## src/rtl/strobe_period_checker_sat_counter.sv

```systemverilog
// Saturating up-counter; used as the err pulse counter of strobe_period_checker.
module sat_counter #(
   parameter int W = 8
) (
   input  logic         clk,
   input  logic         rst_n,
   input  logic         inc,
   output logic [W-1:0] count
);

   logic [W-1:0] count_q, count_d;

   always_comb begin
      count_d = count_q;
      if (inc && (count_q != '1)) count_d = count_q + 1'b1;
   end

   always_ff @(posedge clk or negedge rst_n) begin
      if (!rst_n) count_q <= '0;
      else        count_q <= count_d;
   end

   assign count = count_q;

endmodule

```

## config.mk

```make
export PLATFORM = sky130hd
export DESIGN_NAME = sat_counter
export DESIGN_NICKNAME = d
export VERILOG_FILES = /design/src/rtl/strobe_period_checker_sat_counter.sv
export SDC_FILE = /design/constraint.sdc
export NUM_CORES = 1
export LEC_CHECK = 0
export BUFFER_PORTS_ARGS = -buffer_cell sky130_fd_sc_hd__buf_4
export CORE_AREA = 3 3 40 42
export CTS_CLUSTER_SIZE = 40
export DETAILED_ROUTE_END_ITERATION = 10
export DIE_AREA = 0 0 43 45
export PLACE_DENSITY_LB_ADDON = 0.05
export REMOVE_ABC_BUFFERS = 1
export SLEW_MARGIN = 15
export SYNTH_ARGS = -nofsm -noshare
export SYNTH_HDL_FRONTEND = slang
export SYNTH_SLANG_ARGS = --single-unit
export TNS_END_PERCENT = 20
```

## constraint.sdc

```tcl
create_clock -name clk -period 3.61 [get_ports clk]
set_input_delay 0.722 -clock clk [delete_from_list [all_inputs] [get_ports clk]]
set_output_delay 0.722 -clock clk [all_outputs]
set_load 0.03 [all_outputs]
```

==> results of run 1 <==
layout by cell type, fill, tap and decap left out, drive strengths merged, types with 2 or more instances in the layout:
cell / count
a21oi: 2
dfrtp: 8
buf: 10
nand3: 3
a41oi: 2
clkbuf: 3
mux2: 2
a31oi: 2
area by class of cell:
| class | count | area share [%] |
|---|---|---|
| Multi-Input combinational cell | 25 | 38.9 |
| Sequential cell | 8 | 38.2 |
| Timing Repair Buffer | 10 | 14.3 |
| Clock buffer | 3 | 4.30 |
| Tap cell | 15 | 3.58 |
| Inverter | 1 | 0.716 |
stage by stage:
step                      instances  setup slack [ns]  util, %  cell area [sq um]  hold slack, ns
after floorplan                  34              2.00        -                408           0.426
after global placement           59              2.01     39.0                502           0.517
after detailed placement         59              2.00     39.0                502           0.543
after CTS                        62              1.94     40.8                524           0.275
after global routing             62              1.89     40.8                524           0.276
final                            62              1.94     40.8                524           0.279
per-layer routing:
layer,vias up,routed length [um],global-route usage [%]
met5,-,0,0
met4,0,6,7.23
met3,2,62,3.19
met2,11,383,14.1
met1,178,379,12.3
li1,162,-,-
power by group:
group          internal [uW]  switching (uW)  leakage [uW]  total, uW
registers                127            56.6     0.0000978        184
logic                   96.5             133      0.000118        229
clock network           38.0            29.6     0.0000138       67.6
total                    262             219      0.000230        480
worst max-delay path by stage:
stage / to / slack (ns)
detailed placement: count[5]$_DFFE_PN0P_ / 2.00
finish: count[6] / 1.94
floorplan: count[1]$_DFFE_PN0P_ / 2.00
global route: count[6] / 1.89
global placement: count[5]$_DFFE_PN0P_ / 2.01
CTS: count[6] / 1.94
cells by family (layout without fill, tap and decap cells):
| family | after synthesis | in the layout |
|---|---|---|
| compound gates | 11 | 11 |
| xor+xnor | 2 | 2 |
| fa+ha+maj | 1 | 1 |
| buf+inv | 1 | 14 |
| flops | 8 | 8 |
| mux | 2 | 2 |
| simple gates | 9 | 9 |
==> summary.txt, run 1 <==
Outcome
  – Run status: finished clean

Synthesis
  – Largest cells by area after synthesis: dfrtp_1 (49%), a41oi_1 (4.3%), a311oi_2 (3.7%)
  – Distinct cells, synth: 23
  – Synth top area share: 49.1%
  – Post-synthesis sequential area ratio: 49.1%
  – Compound-gate portion of the synthesized area: 21.2%
  – Post-synth ARST share: 100%
  – Post-synthesis mux area share: 6.44%
  – Main combinational cell family by area after synthesis: compound AO/OA/AOI/OAI gates
  – Register bit count reported by yosys: 8
  – Cell area after synthesis: 408 sq um
  – Post-synth EDFFs: 0
  – Simple-gate area share of the yosys netlist: 15.0%
  – XOR/XNOR Fraction of Synth Area: 4.29%
  – Cell taking the most area after synthesis: dfrtp_1
  – Syn. warnings: 0
  – Most frequent cell after synthesis: dfrtp_1
  – Commonest cells post-synth: dfrtp_1 (8), a21oi_1 (2), a31oi_1 (2), a41oi_1 (2), nand3_1 (2)
  – Synth Instances: 34
  – Synthesized area per cell: 12.0 sq um
  – Adder-cell share of the synthesized area: 3.07%
  – Post-synth top flop: dfrtp_1

Global routing
  – Overflow after GRT: 0
  – Vias in the first global route: 309
  – Largest net degree at the start of global routing: 9
  – First-pass GRT wire length: 1350 um
  – Initial antenna violation count: 0
  – Total GRT Usage: 9.81%

Placement
  – Gp weighted congestion: 0.771
  – Port bufs: 10

Timing
  – Setup Total Neg Slack: 0 ns
  – Worst Skew: 0.00514 ns
  – RSZ-0062 raised after global routing: no
  – Achievable clock frequency: 0.599 GHz
  – Normalized max-slew margin: 82.8%
  – Fin. Hold Viols: 0
  – Final setup viols: 0
  – Final Critical Period: 1.67 ns
  – Least-Margin Pin Slew: 0.258 ns
  – Count of final max-slew check failures: 0
  – Post-route clock period utilization: 46.3%

Drt
  – WL per Instance: 13.4 um
  – Total Routed Length: 831 um
  – Drt pass-1 iters: 4
  – Final ANT Viol Nets: 0
  – First DRT Iteration DRCs: 16
  – Via count: 353
  – Vias per inst: 5.69
  – # DRC: 0

Final layout
  – Max reg flops: 8
  – # fillers: 135
  – Layout area overhead: 28.5%
  – Sequential Area: 200 sq um
  – Nets@finish: 53
  – Layout cell share with drive strength beyond 1: 40.4%
  – Area of the multi-input gates: 204 sq um
  – # diodes: 0

Pwr
  – Leakage power: 0.000230 uW
  – Final Power: 480 uW
  – Power Density: 916 nW/um^2
  – Max IR drop VDD: 0.439 mV

Clock network
  – Clock latency on the worst-skew pair: 0.25 ns
  – CTS root buf: clkbuf_4
  – Worst-path clk slew: 0.06 ns
  – Postcts setup bufs: 0
  – H-Tree Level Count: 1
  – Resize count post-CTS: 0
  – CTS tree: built
  – TritonCTS Buffers: 3
  – Hold buffers post-CTS: 0
  – Bufs on Longest Clock Path: 2
  – Sink Count: 8

Floorplanning
  – Io pins: 11
  – Die W: 43 um
  – Core region area: 1280 sq um
  – Initial core utilization: 31.7%
  – FP Rows: 13
  – Die area: 1940 sq um
  – Die Height: 45 um

Critical path
  – CP Class: register to output port
  – CP max stage delay: 0.48 ns
  – Crit end category: output port
  – Slowest CP cell: dfrtp_1
  – Worst Path Required: 2.89 ns
  – Worst r2r dst: count[1]$_DFFE_PN0P_
  – Worst Setup SP: count[6]$_DFFE_PN0P_
  – Crit-path max FO: 8
  – R2R Path Start: count[0]$_DFFE_PN0P_
  – Flop2flop setup slack: 2.10 ns
  – Worst-path cell chain: buf_4
  – Critical Path Stages: 1
  – CP Data Arrival Time: 0.95 ns
  – Crit-path leading delay family: flip-flops
  – Reg2reg path depth: 4
  – CP startpoint kind: register
  – WP buf/inv: 1

Flow run
  – Max cap viols: 0

Min path
  – Worst hold path type: input pin to asynchronous set/reset pin
(Power assumes the default switching activity.)
==> inputs of run 2 (changes only) <==
==> constraint.sdc (replaced) <==
create_clock -name clk -period 1.4 [get_ports clk]
set_input_delay 0.28 -clock clk [delete_from_list [all_inputs] [get_ports clk]]
set_output_delay 0.28 -clock clk [all_outputs]
set_load 0.03 [all_outputs]
==> run 2 against run 1 <==
Compared with the run above: count of clock-buffer cells in the layout stayed put; cell area is 13% higher; critical endpoint is now count[1]$_DFFE_PN0P_; sequential cell count stayed put; combinational power grew to 3.1 times the previous value; total power grew to 2.8 times the previous value; largest cell class unchanged.
==> summary.txt, run 2 (synthesis results as in run 1) <==
Floorplanning
  – Io pins: 11 (unchanged)
  – FP Rows: 13 (unchanged)
  – Initial core utilization: 31.7% (unchanged)
  – Die Height: 45 um (unchanged)
  – Die W: 43 um (unchanged)
  – Core region area: 1280 sq um (unchanged)
  – Die area: 1940 sq um (unchanged)

Timing
  – Setup ws final: 0.0612 ns (was 1.94 ns)
  – Worst Skew: 0.000411 ns (was 0.00514 ns)
  – Count of final max-slew check failures: 0 (unchanged)
  – Post-route clock period utilization: 95.6%
  – Least-Margin Pin Slew: 0.229 ns (was 0.258 ns)
  – Setup Total Neg Slack: 0 ns (unchanged)
  – Final setup viols: 0 (unchanged)
  – Fin. Hold Viols: 0 (unchanged)
  – Normalized max-slew margin: 84.7% (was 82.8%)
  – Final Critical Period: 1.34 ns
  – Achievable clock frequency: 0.747 GHz
  – RSZ-0062 raised after global routing: no (unchanged)

Drt
  – Final ANT Viol Nets: 0 (unchanged)
  – Vias per inst: 5.52 (was 5.69)
  – Total Routed Length: 934 um (was 831 um)
  – First DRT Iteration DRCs: 7 (was 16)
  – Via count: 381 (was 353)
  – Drt pass-1 iters: 4 (unchanged)
  – WL per Instance: 13.5 um (was 13.4 um)
  – # DRC: 0 (unchanged)

Critical path
  – CP Class: register to register (was register to output port)
  – Reg2reg path depth: 4 (unchanged)
  – Worst-path cell chain: ha_4 > nand4_1 > o21ai_2 > mux2_1 (was buf_4)
  – CP Data Arrival Time: 1.47 ns (was 0.95 ns)
  – Slowest CP cell: dfrtp_1 (unchanged)
  – Crit-path max FO: 5 (was 8)
  – Crit end category: register (was output port)
  – CP max stage delay: 0.39 ns (was 0.48 ns)
  – Worst Path Required: 1.53 ns (was 2.89 ns)
  – CP startpoint kind: register (unchanged)

Placement
  – Port bufs: 10 (unchanged)
  – Pre-CTS WS: -0.00951 ns (was 2.00 ns)
  – Gp weighted congestion: 0.758 (was 0.771)
  – Post-detail-place hpwl: 714 um

Min path
  – Hold depth: 3
  – Worst hold path type: input pin to register (was input pin to asynchronous set/reset pin)

Clock network
  – H-Tree Level Count: 1 (unchanged)
  – Sink Count: 8 (unchanged)
  – CTS root buf: clkbuf_4 (unchanged)
  – TritonCTS Buffers: 3 (unchanged)
  – CTS tree: built (unchanged)
  – Worst-path clk slew: 0.05 ns (was 0.06 ns)
  – Bufs on Longest Clock Path: 2 (unchanged)
  – Clock latency on the worst-skew pair: 0.25 ns (about the same)

Global routing
  – Vias in the first global route: 354 (was 309)
  – Initial antenna violation count: 0 (unchanged)
  – Met1 usage: 11.6% (was 12.3%)
  – Overflow after GRT: 0 (unchanged)
  – M2 GR Usage: 18.3% (was 14.1%)
  – Total GRT Usage: 10.7% (was 9.81%)
  – Largest net degree at the start of global routing: 9 (unchanged)
  – First-pass GRT wire length: 1480 um (was 1350 um)
  – Gr busiest metal: met2 (unchanged)
  – Met3 Usage GRT: 2.79% (was 3.19%)

Pwr
  – Power Density: 2290 nW/um^2 (was 916 nW/um^2)
  – Clock power frac: 12.8% (was 14.1%)
  – Leakage power: 0.000263 uW (was 0.000230 uW)
  – Sequential power share: 34.3% (was 38.2%)
  – Sw Pwr: 603 uW (was 219 uW)
  – Max IR drop VDD: 1.46 mV (was 0.439 mV)
  – Final Power: 1350 uW (was 480 uW)
  – Int Pwr: 750 uW (was 262 uW)
  – Combinational Power Share: 52.9% (was 47.7%)
  – Sw Share: 44.6% (was 45.5%)

Final layout
  – Nets@finish: 60 (was 53)
  – Layout cell share with drive strength beyond 1: 48.1% (was 40.4%)
  – Most frequent cells in the layout: buf_4 (16), dfrtp_1 (8), clkbuf_4 (3) (was buf_4 (10), dfrtp_1 (8), clkbuf_4 (3))
  – # fillers: 118 (was 135)
  – Layout area overhead: 45.1% (was 28.5%)
  – Commonest non-fill, non-tap cell in the layout: buf_4 (unchanged)
  – Sequential Area: 200 sq um (unchanged)
  – Finished Core Util: 46.1% (was 40.8%)
  – Max reg flops: 8 (unchanged)
  – Area of the multi-input gates: 216 sq um (was 204 sq um)
  – # diodes: 0 (unchanged)

Flow run
  – Max cap viols: 0 (unchanged)

Outcome
  – Run status: finished clean (unchanged)
[run 2: power groups by stage]
| stage | registers (uW) | logic (uW) | clock network [uW] |
|---|---|---|---|
| detailed placement | 452 | 694 | 0 |
| global route | 475 | 763 | 192 |
| floorplan | 640 | 210 | 0 |
| CTS | 451 | 706 | 180 |
| global placement | 445 | 680 | 0 |
| finish | 464 | 716 | 173 |
[run 2: path summary, 6_finish.rpt]
kind / from / endpoint / slack (ns)
min in group asynchronous: rst_n / count[4]$_DFFE_PN0P_ / 0.39
worst max-delay path: count[0]$_DFFE_PN0P_ / count[1]$_DFFE_PN0P_ / 0.06
worst min register to register: count[4]$_DFFE_PN0P_ / count[4]$_DFFE_PN0P_ / 0.58
worst min-delay path: inc / count[2]$_DFFE_PN0P_ / 0.34
worst max register to register: count[0]$_DFFE_PN0P_ / count[1]$_DFFE_PN0P_ / 0.06
max in group asynchronous: rst_n / count[1]$_DFFE_PN0P_ / 0.89
[run 2: routing by layer]
| metal | share of wire, % | up-vias |
|---|---|---|
| li1 | - | 179 |
| met1 | 44 | 181 |
| met2 | 46 | 15 |
| met3 | 7.9 | 6 |
| met5 | 0 | - |
| met4 | 1.5 | 0 |
[run 2: timing repair]
action / 4_1_cts / 5_1_grt
hold buffers: 1 / 0
buffers inserted: 0 / 1
endpoints found under the hold margin: 8 / 0
endpoints found under the setup margin: 1 / 1
gates resized for setup: 1 / 1
pin swaps: 0 / 2
[run 2: stage by stage]
stage | instances | cell area (sq um) | hold slack [ns]
final | 69 | 592 | 0.340
after detailed placement | 64 | 539 | 0.106
after CTS | 68 | 574 | 0.336
after global routing | 69 | 592 | 0.367
after floorplan | 34 | 408 | -0.0156
after global placement | 64 | 539 | 0.104
[run 2: area by class of cell]
| type | instances | share of cell area, % |
|---|---|---|
| repair buffers | 17 | 22.0 |
| clock buffers | 3 | 3.81 |
| multi-input cells | 25 | 36.6 |
| well taps | 15 | 3.17 |
| inverters | 1 | 0.634 |
| flip-flops and latches | 8 | 33.8 |
[run 2: worst max-delay path, delay by kind of cell, from the launching register on]
| family | cells | cell delay (ns) |
|---|---|---|
| flops | 1 | 0.39 |
| mux | 1 | 0.34 |
| compound gates | 1 | 0.20 |
| fa+ha+maj | 1 | 0.17 |
| simple gates | 1 | 0.12 |
